## config.mk

```make
export PLATFORM = sky130hd
export DESIGN_NAME = ccd_dvp_capture
export DESIGN_NICKNAME = d
export VERILOG_FILES = /design/src/rtl/ccd_dvp_capture_pkg.sv /design/src/rtl/ccd_cap_skidbuf.sv /design/src/rtl/ccd_dvp_capture.sv
export SDC_FILE = /design/constraint.sdc
export NUM_CORES = 1
export LEC_CHECK = 0
export ABC_AREA = 1
export BUFFER_PORTS_ARGS = -buffer_cell sky130_fd_sc_hd__buf_2
export CAP_MARGIN = 15
export CORE_MARGIN = 8
export CORE_UTILIZATION = 61
export CTS_BUF_LIST = sky130_fd_sc_hd__clkbuf_8
export DETAILED_ROUTE_END_ITERATION = 7
export PLACE_DENSITY = 0.83
export SYNTH_ARGS = -nofsm -noshare
export SYNTH_HDL_FRONTEND = slang
export SYNTH_SLANG_ARGS = --single-unit
```

## constraint.sdc

```tcl
create_clock -name clk -period 5.4 [get_ports clk]
set_clock_uncertainty 0.2 [all_clocks]
set_input_delay 1.62 -clock clk [delete_from_list [all_inputs] [get_ports clk]]
set_output_delay 1.62 -clock clk [all_outputs]
set_load 0.02 [all_outputs]
```

## src/rtl/ccd_dvp_capture_pkg.sv

```systemverilog
// Shared definitions for the DVP capture path: FSM encoding, pixel packing
// geometry and the sideband bit positions inside a buffered stream word.
package ccd_dvp_capture_pkg;

  typedef enum logic [1:0] {
    IDLE  = 2'd0,
    FRAME = 2'd1,
    DONE  = 2'd2
  } state_t;

  localparam int PPW       = 4;                 // pixels per output word
  localparam int PIX_W     = 16;                // container width of one pixel
  localparam int WORD_W    = PIX_W * PPW;       // packed pixel payload
  localparam int LANE_W    = $clog2(PPW);       // lane index width
  localparam int TUSER_BIT = WORD_W;            // start-of-frame marker
  localparam int TLAST_BIT = WORD_W + 1;        // end-of-line marker
  localparam int BUF_W     = WORD_W + 2;        // payload plus both markers

endpackage

```

## src/rtl/ccd_cap_skidbuf.sv

```systemverilog
// Two-entry valid/ready buffer. The head entry drives the output and stays
// stable until accepted. A push into a full buffer is accepted only when a pop
// happens in the same cycle; otherwise the word is dropped and flagged.
module ccd_cap_skidbuf #(
  parameter int W = 66
) (
  input  logic         clk,
  input  logic         rst,
  input  logic         in_valid,
  input  logic [W-1:0] in_data,
  output logic         drop,
  output logic         out_valid,
  input  logic         out_ready,
  output logic [W-1:0] out_data
);

  logic [W-1:0] head_q;
  logic [W-1:0] tail_q;
  logic [1:0]   cnt_q;
  logic         pop;

  assign pop       = (cnt_q != 2'd0) && out_ready;
  assign drop      = in_valid && (cnt_q == 2'd2) && !pop;
  assign out_valid = (cnt_q != 2'd0);
  assign out_data  = head_q;

  // Occupancy and entry update for every push/pop combination.
  // NOTE: state is written with <= so every register samples pre-edge values,
  // which is what makes head_q <= tail_q and tail_q <= in_data a clean shift.
  always_ff @(posedge clk) begin
    if (rst) begin
      // NOTE: the two entries are reset because head_q is the visible output
      // data and must read as zero after reset, not because the count needs it.
      head_q <= '0;
      tail_q <= '0;
      cnt_q  <= 2'd0;
    end else begin
      case (cnt_q)
        2'd0: begin
          if (in_valid) begin
            head_q <= in_data;
            cnt_q  <= 2'd1;
          end
        end
        2'd1: begin
          if (in_valid && pop) begin
            head_q <= in_data;
          end else if (in_valid) begin
            tail_q <= in_data;
            cnt_q  <= 2'd2;
          end else if (pop) begin
            cnt_q  <= 2'd0;
          end
        end
        default: begin
          if (pop) begin
            head_q <= tail_q;
            if (in_valid) tail_q <= in_data;
            else          cnt_q  <= 2'd1;
          end
        end
      endcase
    end
  end

endmodule

```

## src/rtl/ccd_dvp_capture.sv

```systemverilog
// DVP window capture: registers the AFE pixel bus and syncs, tracks pixel and
// line position, crops the configured window, packs four 16-bit pixels per
// word and hands words with SOF/EOL markers to a two-entry output buffer.
module ccd_dvp_capture
  import ccd_dvp_capture_pkg::*;
#(
  parameter int DW   = 14,
  parameter int CNTW = 15,
  parameter int PPW  = ccd_dvp_capture_pkg::PPW
) (
  input  logic              clk,
  input  logic              rst,
  input  logic              enable,
  input  logic [CNTW-1:0]   h_start,
  input  logic [CNTW-1:0]   h_width,
  input  logic [CNTW-1:0]   v_start,
  input  logic [CNTW-1:0]   v_height,
  input  logic              dvp_vsync_n,
  input  logic              dvp_hsync_n,
  input  logic [DW-1:0]     dvp_data,
  output logic [16*PPW-1:0] m_tdata,
  output logic              m_tvalid,
  input  logic              m_tready,
  output logic              m_tuser,
  output logic              m_tlast,
  output logic              frame_done,
  output logic              overflow,
  output logic [15:0]       frame_cnt
);

  localparam logic [CNTW-1:0] CNT_ONE = CNTW'(1);
  localparam logic [CNTW-1:0] W_MASK  = ~CNTW'(PPW - 1);
  localparam int              ACC_W   = WORD_W - PIX_W;

  // Input stage and sync edge detection.
  logic          vs_r, vs_rr, hs_r, hs_rr;
  logic [DW-1:0] d_r;
  logic          vs_assert, vs_deassert, hs_assert, hs_deassert;

  // Latched window configuration.
  logic [CNTW-1:0] cfg_hs, cfg_w, cfg_vs, cfg_vh;

  // Position tracking.
  logic [CNTW-1:0] pix_q, cur_pix, line_idx, pix_off, line_off;
  logic            line_ok;

  // Qualification of the current pixel.
  logic in_h, in_v, cap, lane_end, px_tuser, px_tlast, last_px, end_ev;

  // Pipeline stages between qualification and word completion.
  logic              q_cap, q_word, q_user, q_last, q_end;
  logic [PIX_W-1:0]  q_data;
  logic [ACC_W-1:0]  acc;
  logic              w_v, w_user, w_last, w_end;
  logic [WORD_W-1:0] w_data;

  // Control.
  state_t            state_q, state_d;
  logic              load_cfg;
  logic              drop;
  logic [BUF_W-1:0]  buf_out;

  // Register the DVP bus once; edges are judged on these copies. vsync resets
  // low so that a frame already in progress at reset release is not mistaken
  // for a fresh frame start.
  always_ff @(posedge clk) begin
    if (rst) begin
      vs_r  <= 1'b0;
      vs_rr <= 1'b0;
      hs_r  <= 1'b1;
      hs_rr <= 1'b1;
      d_r   <= '0;
    end else begin
      vs_r  <= dvp_vsync_n;
      vs_rr <= vs_r;
      hs_r  <= dvp_hsync_n;
      hs_rr <= hs_r;
      d_r   <= dvp_data;
    end
  end

  assign vs_assert   =  vs_rr & ~vs_r;
  assign vs_deassert = ~vs_rr &  vs_r;
  assign hs_assert   =  hs_rr & ~hs_r;
  assign hs_deassert = ~hs_rr &  hs_r;

  // Capture the window only when a frame is actually accepted.
  always_ff @(posedge clk) begin
    if (rst) begin
      cfg_hs <= '0;
      cfg_w  <= '0;
      cfg_vs <= '0;
      cfg_vh <= '0;
    end else if (load_cfg) begin
      cfg_hs <= h_start;
      cfg_w  <= h_width & W_MASK;
      cfg_vs <= v_start;
      cfg_vh <= v_height;
    end
  end

  // Pixel index of the sample currently in d_r: zero on the first active cycle.
  assign cur_pix = hs_deassert ? '0 : pix_q + CNT_ONE;

  // Pixel and line counters; line 0 is the first hsync assert after vsync.
  always_ff @(posedge clk) begin
    if (rst) begin
      pix_q    <= '0;
      line_idx <= '0;
      line_ok  <= 1'b0;
    end else begin
      if (hs_r) pix_q <= cur_pix;
      if (vs_assert) begin
        line_idx <= '0;
        line_ok  <= 1'b0;
      end else if (hs_assert) begin
        if (line_ok) line_idx <= line_idx + CNT_ONE;
        line_ok <= 1'b1;
      end
    end
  end

  // Window test uses offsets so no wide end-of-window sum is needed.
  assign pix_off  = cur_pix - cfg_hs;
  assign line_off = line_idx - cfg_vs;
  assign in_h     = (cur_pix >= cfg_hs) && (pix_off < cfg_w);
  assign in_v     = line_ok && (line_idx >= cfg_vs) && (line_off < cfg_vh);
  assign cap      = (state_q == FRAME) && !vs_r && hs_r && in_h && in_v;
  assign lane_end = (pix_off[LANE_W-1:0] == LANE_W'(PPW - 1));
  assign px_tuser = (line_off == '0) && (pix_off == CNTW'(PPW - 1));
  assign px_tlast = (pix_off == cfg_w - CNT_ONE);
  assign last_px  = cap && px_tlast && (line_off == cfg_vh - CNT_ONE);
  assign end_ev   = (state_q == FRAME) && (last_px || vs_deassert);

  // Qualified pixel stage; the end-of-frame event travels alongside so the
  // FSM sees it in the same cycle as the final word completes.
  always_ff @(posedge clk) begin
    if (rst) begin
      q_cap  <= 1'b0;
      q_word <= 1'b0;
      q_user <= 1'b0;
      q_last <= 1'b0;
      q_end  <= 1'b0;
      q_data <= '0;
    end else begin
      q_cap  <= cap;
      q_word <= cap & lane_end;
      q_user <= cap & px_tuser;
      q_last <= cap & px_tlast;
      q_end  <= end_ev;
      q_data <= {{(PIX_W-DW){1'b0}}, d_r};
    end
  end

  // Packing stage: lanes shift in so the first pixel ends up in lane 0. A
  // partial word is simply overwritten by the next line's first three pixels.
  always_ff @(posedge clk) begin
    if (rst) begin
      acc    <= '0;
      w_data <= '0;
      w_v    <= 1'b0;
      w_user <= 1'b0;
      w_last <= 1'b0;
      w_end  <= 1'b0;
    end else begin
      w_v    <= q_word;
      w_user <= q_user;
      w_last <= q_last;
      w_end  <= q_end;
      if (q_cap)  acc    <= {q_data, acc[ACC_W-1:PIX_W]};
      if (q_word) w_data <= {q_data, acc};
    end
  end

  // FSM state register.
  always_ff @(posedge clk) begin
    if (rst) state_q <= IDLE;
    else     state_q <= state_d;
  end

  // FSM next state and control strobes.
  // NOTE: every output of this block gets a default first so no path leaves
  // a signal unassigned, which would otherwise infer a latch.
  always_comb begin
    state_d    = state_q;
    load_cfg   = 1'b0;
    frame_done = 1'b0;
    case (state_q)
      IDLE: begin
        if (vs_assert && enable) begin
          load_cfg = 1'b1;
          state_d  = FRAME;
        end
      end
      FRAME: begin
        if (w_end) state_d = DONE;
      end
      DONE: begin
        frame_done = 1'b1;
        state_d    = IDLE;
      end
      default: state_d = IDLE;
    endcase
  end

  // Completed-frame counter.
  always_ff @(posedge clk) begin
    if (rst)                   frame_cnt <= '0;
    else if (state_q == DONE)  frame_cnt <= frame_cnt + 16'd1;
  end

  // Sticky overflow, cleared by the start of an enabled frame.
  always_ff @(posedge clk) begin
    if (rst)                       overflow <= 1'b0;
    else if (vs_assert && enable)  overflow <= 1'b0;
    else if (drop)                 overflow <= 1'b1;
  end

  ccd_cap_skidbuf #(
    .W(BUF_W)
  ) u_skid (
    .clk       (clk),
    .rst       (rst),
    .in_valid  (w_v),
    .in_data   ({w_last, w_user, w_data}),
    .drop      (drop),
    .out_valid (m_tvalid),
    .out_ready (m_tready),
    .out_data  (buf_out)
  );

  assign m_tdata = buf_out[WORD_W-1:0];
  assign m_tuser = buf_out[TUSER_BIT];
  assign m_tlast = buf_out[TLAST_BIT];

endmodule

```

==> run metrics <==
NetSw 1.570 mW; combinational share of power 0.129; global-route wire length before repair 67,780 um; WHS Path Cells 2; Setup CP Type reg -> reg; # port buffers 154; DRT Pass-1 Iters 5; outcome completed; number of synthesized flops with an enable pin 0; Worst Hold Launch d_r[9]$_SDFF_PP0_; die area 33,180 um2; layout cells sized above 1 0.1131; Min Clock Period, post-route 4.877 ns; Final Worst Setup Slack 0.5230 ns; pre-CTS setup slack 0.6473 ns; FF+latch count, synth 365; post-synthesis cell area 16,840 um2; Critical Path AT 5.21 ns; area grow syn2layout 12.28%; YS warnings 0; Clock Pin Slew Worst Setup and Hold Paths 0.06 ns; flop2flop setup slack 0.52 ns; RSZ-0062 raised after global routing false; Max Fclk 205.0 MHz; Routed WL per cell 14.55 um; power after layout 5.848 mW; clock power share 0.403; CTS Sinks 365; Synth top area share 0.4339; most frequent cells in the layout nand2_1, dfxtp_1, inv_1; Tightest Pin Transition 1.017 ns; cts-stage hold buffer count 0; Num CTS Buffers 56; Max-slew headroom 0.3219; Final Hold Vio Count 0; Sw Ratio 0.2686; R2R depth 25; Final ANT Viol Nets 0; final core utilization 0.6882; async set-reset flop share out of synthesis 0; top_reg_cell synth dfxtp_1; crit start category flip-flop; core footprint 27,480 um2; final setup fails 0; worst hold path type reg -> reg; DR DRC count 0; H-tree Lvls 2; WL final 41,310 um; Clock Latency Late Sink 0.61 ns; largest net degree at the start of global routing 171; number of global-route vias before repair 14,350; Int Power 4.277 mW; WP data required 5.73 ns; synth unique cells 46; largest cells by area after synthesis dfxtp_1, o21ai_0, nand2_1; # Post-CTS Setup Buffers 0; Final Slew Violations 0; Seq/Total Area, Yosys 0.4339; DP HPWL 28,460 um; Final TNS setup 0 ns; crit-path max FO 10; Rows 61; chip height 182.2 um; maxcap violations 0; Worst R2R Start hs_r$_SDFF_PP1_; Tcrit/Tclk final 0.9032; die width 182.2 um; antenna violations before repair 1; total congestion overflow 0; initial core utilization 0.6129; Via-to-Cell Ratio 5.458; CP endpoint kind flip-flop; routability cong. 0.8879; pwr dens 309.3 nW/um2; Vias 15,500; cell taking the most area after synthesis dfxtp_1; TritonCTS clock tree done; worst vdd ir 0.2193 mV; IO Count 165; Root Buffer clkbuf_8; sequential power share 0.468; Pleak 8.625 nW; diode count 0; Synth Area per Inst 7.212 um2; post-CTS sizing 0; Syn Inst Count 2,335; Total GRT Usage 0.2411; Final Net Count 2,594; CTS Buffer Depth 3; most common cell after layout, fill and taps aside nand2_1; Worst Hold End q_data[9]$_SDFF_PP0_; RR Endpoint q_end$_SDFF_PP0_; initial DRC count 1,199
-- stage by stage --
stage          instance area, um2  instances  hold slack, ns
6_report                    18910       2840          0.2004
3_5_place_dp                17720       2737          0.1927
3_3_place_gp                17720       2737          0.1919
2_1_floorplan               16870       2342          0.1883
4_1_cts                     18910       2840          0.2013
5_1_grt                     18910       2840          0.2139
-- cell usage after synthesis (3+ instances only) --
cell type and n:
nor2_4 3, a21oi_1 234, ha_1 63, nor2_2 3, nand4_1 26, and2_1 5
o22ai_1 9, xor2_1 28, or2_2 4, nand3_1 94, o21ai_0 308, clkinv_1 3
dfxtp_1 365, inv_1 308, nor2_1 234, buf_4 8, nand2_1 385, xnor2_1 8
nor3_2 5, nor4_1 4, clkbuf_1 98, a31oi_1 58, o21a_1 4, buf_2 10
nand3b_1 9, nor3_1 29
-- kinds of logic (layout without fill, tap and decap cells) --
| kind of cell | Yosys count | after routing | synth area share |
|---|---|---|---|
| AO/OA/AOI/OAI | 620 | 620 | 0.1911 |
| flip-flops | 365 | 365 | 0.4339 |
| AND/OR/NAND/NOR | 817 | 817 | 0.2076 |
| other | 1 | 8 | 0.0002227 |
| adder cells (fa/ha/maj) | 65 | 65 | 0.04918 |
| XOR/XNOR | 36 | 36 | 0.01872 |
| buffers and inverters | 431 | 583 | 0.09933 |
-- flip-flops by register name, indices dropped and copies added, names as in the netlist, 2 cells and up --
signal           count
pix_q               15
frame_cnt           16
u_skid.cnt_q         2
cfg_vh              15
u_skid.out_data     58
cfg_vs              15
q_data              14
acc                 42
d_r                 14
state_q              2
cfg_hs              15
cfg_w               13
w_data              56
line_idx            15
u_skid.tail_q       58
-- layout make-up --
class	count	area [um2]
clock buffer	74	1018
tap	346	432.9
sequential	365	7308
multi-input combinational	1546	7899
fill	2307	8567
inverter	313	1185
timing repair buffer	167	893.4
clock inverter	29	172.7
-- worst max-delay path, stage by stage, from the launching register on --
cell      delay (ns)
dfxtp_1         0.54
clkinv_4        0.16
nor2_1          0.41
clkinv_1        0.44
nand3_1         0.22
inv_1           0.06
ha_1            0.37
nand2_1         0.12
nor2_1          0.17
nand2_1         0.09
nand3_1         0.11
nand2_1         0.09
nand2_1         0.07
nand2_1         0.06
nand2_1         0.10
inv_1           0.05
ha_1            0.31
a21oi_1         0.14
o21ai_0         0.11
nor3_1          0.22
nand3_1         0.12
nor2_1          0.16
nand3_1         0.13
nor2_1          0.18
nor2_1          0.06
nor2_1          0.08
-- power by group through the flow --
stage               Clock (mW)  Combinational (mW)  Sequential (mW)
finish                    2.35               0.755             2.74
global route              2.51               0.859             2.74
CTS                       2.40               0.746             2.74
detailed placement           0               0.740             2.80
global placement             0               0.720             2.80
floorplan                    0               0.567             2.79
-- how the worst max path moves through the flow --
stage | start | end | slack (ns) | depth (start not counted)
2_1_floorplan | pix_q[2]$_SDFFE_PP0P_ | q_user$_SDFF_PP0_ | 1.52 | 27
3_3_place_gp | hs_r$_SDFF_PP1_ | q_end$_SDFF_PP0_ | 0.70 | 24
3_5_place_dp | hs_r$_SDFF_PP1_ | q_end$_SDFF_PP0_ | 0.65 | 24
4_1_cts | hs_r$_SDFF_PP1_ | q_end$_SDFF_PP0_ | 0.61 | 24
5_1_grt | pix_q[1]$_SDFFE_PP0P_ | q_end$_SDFF_PP0_ | 0.09 | 29
6_report | hs_r$_SDFF_PP1_ | q_end$_SDFF_PP0_ | 0.52 | 25
-- layer usage --
metal	wire (um)	track usage	vias up	share of wire
met5	13	0	-	0.00031
met4	760	0.06297	2	0.018
met3	2744	0.04673	61	0.066
li1	-	-	7859	-
met1	18850	0.3182	7132	0.46
met2	18940	0.3990	447	0.46
Power figures use the tool's default switching activity.
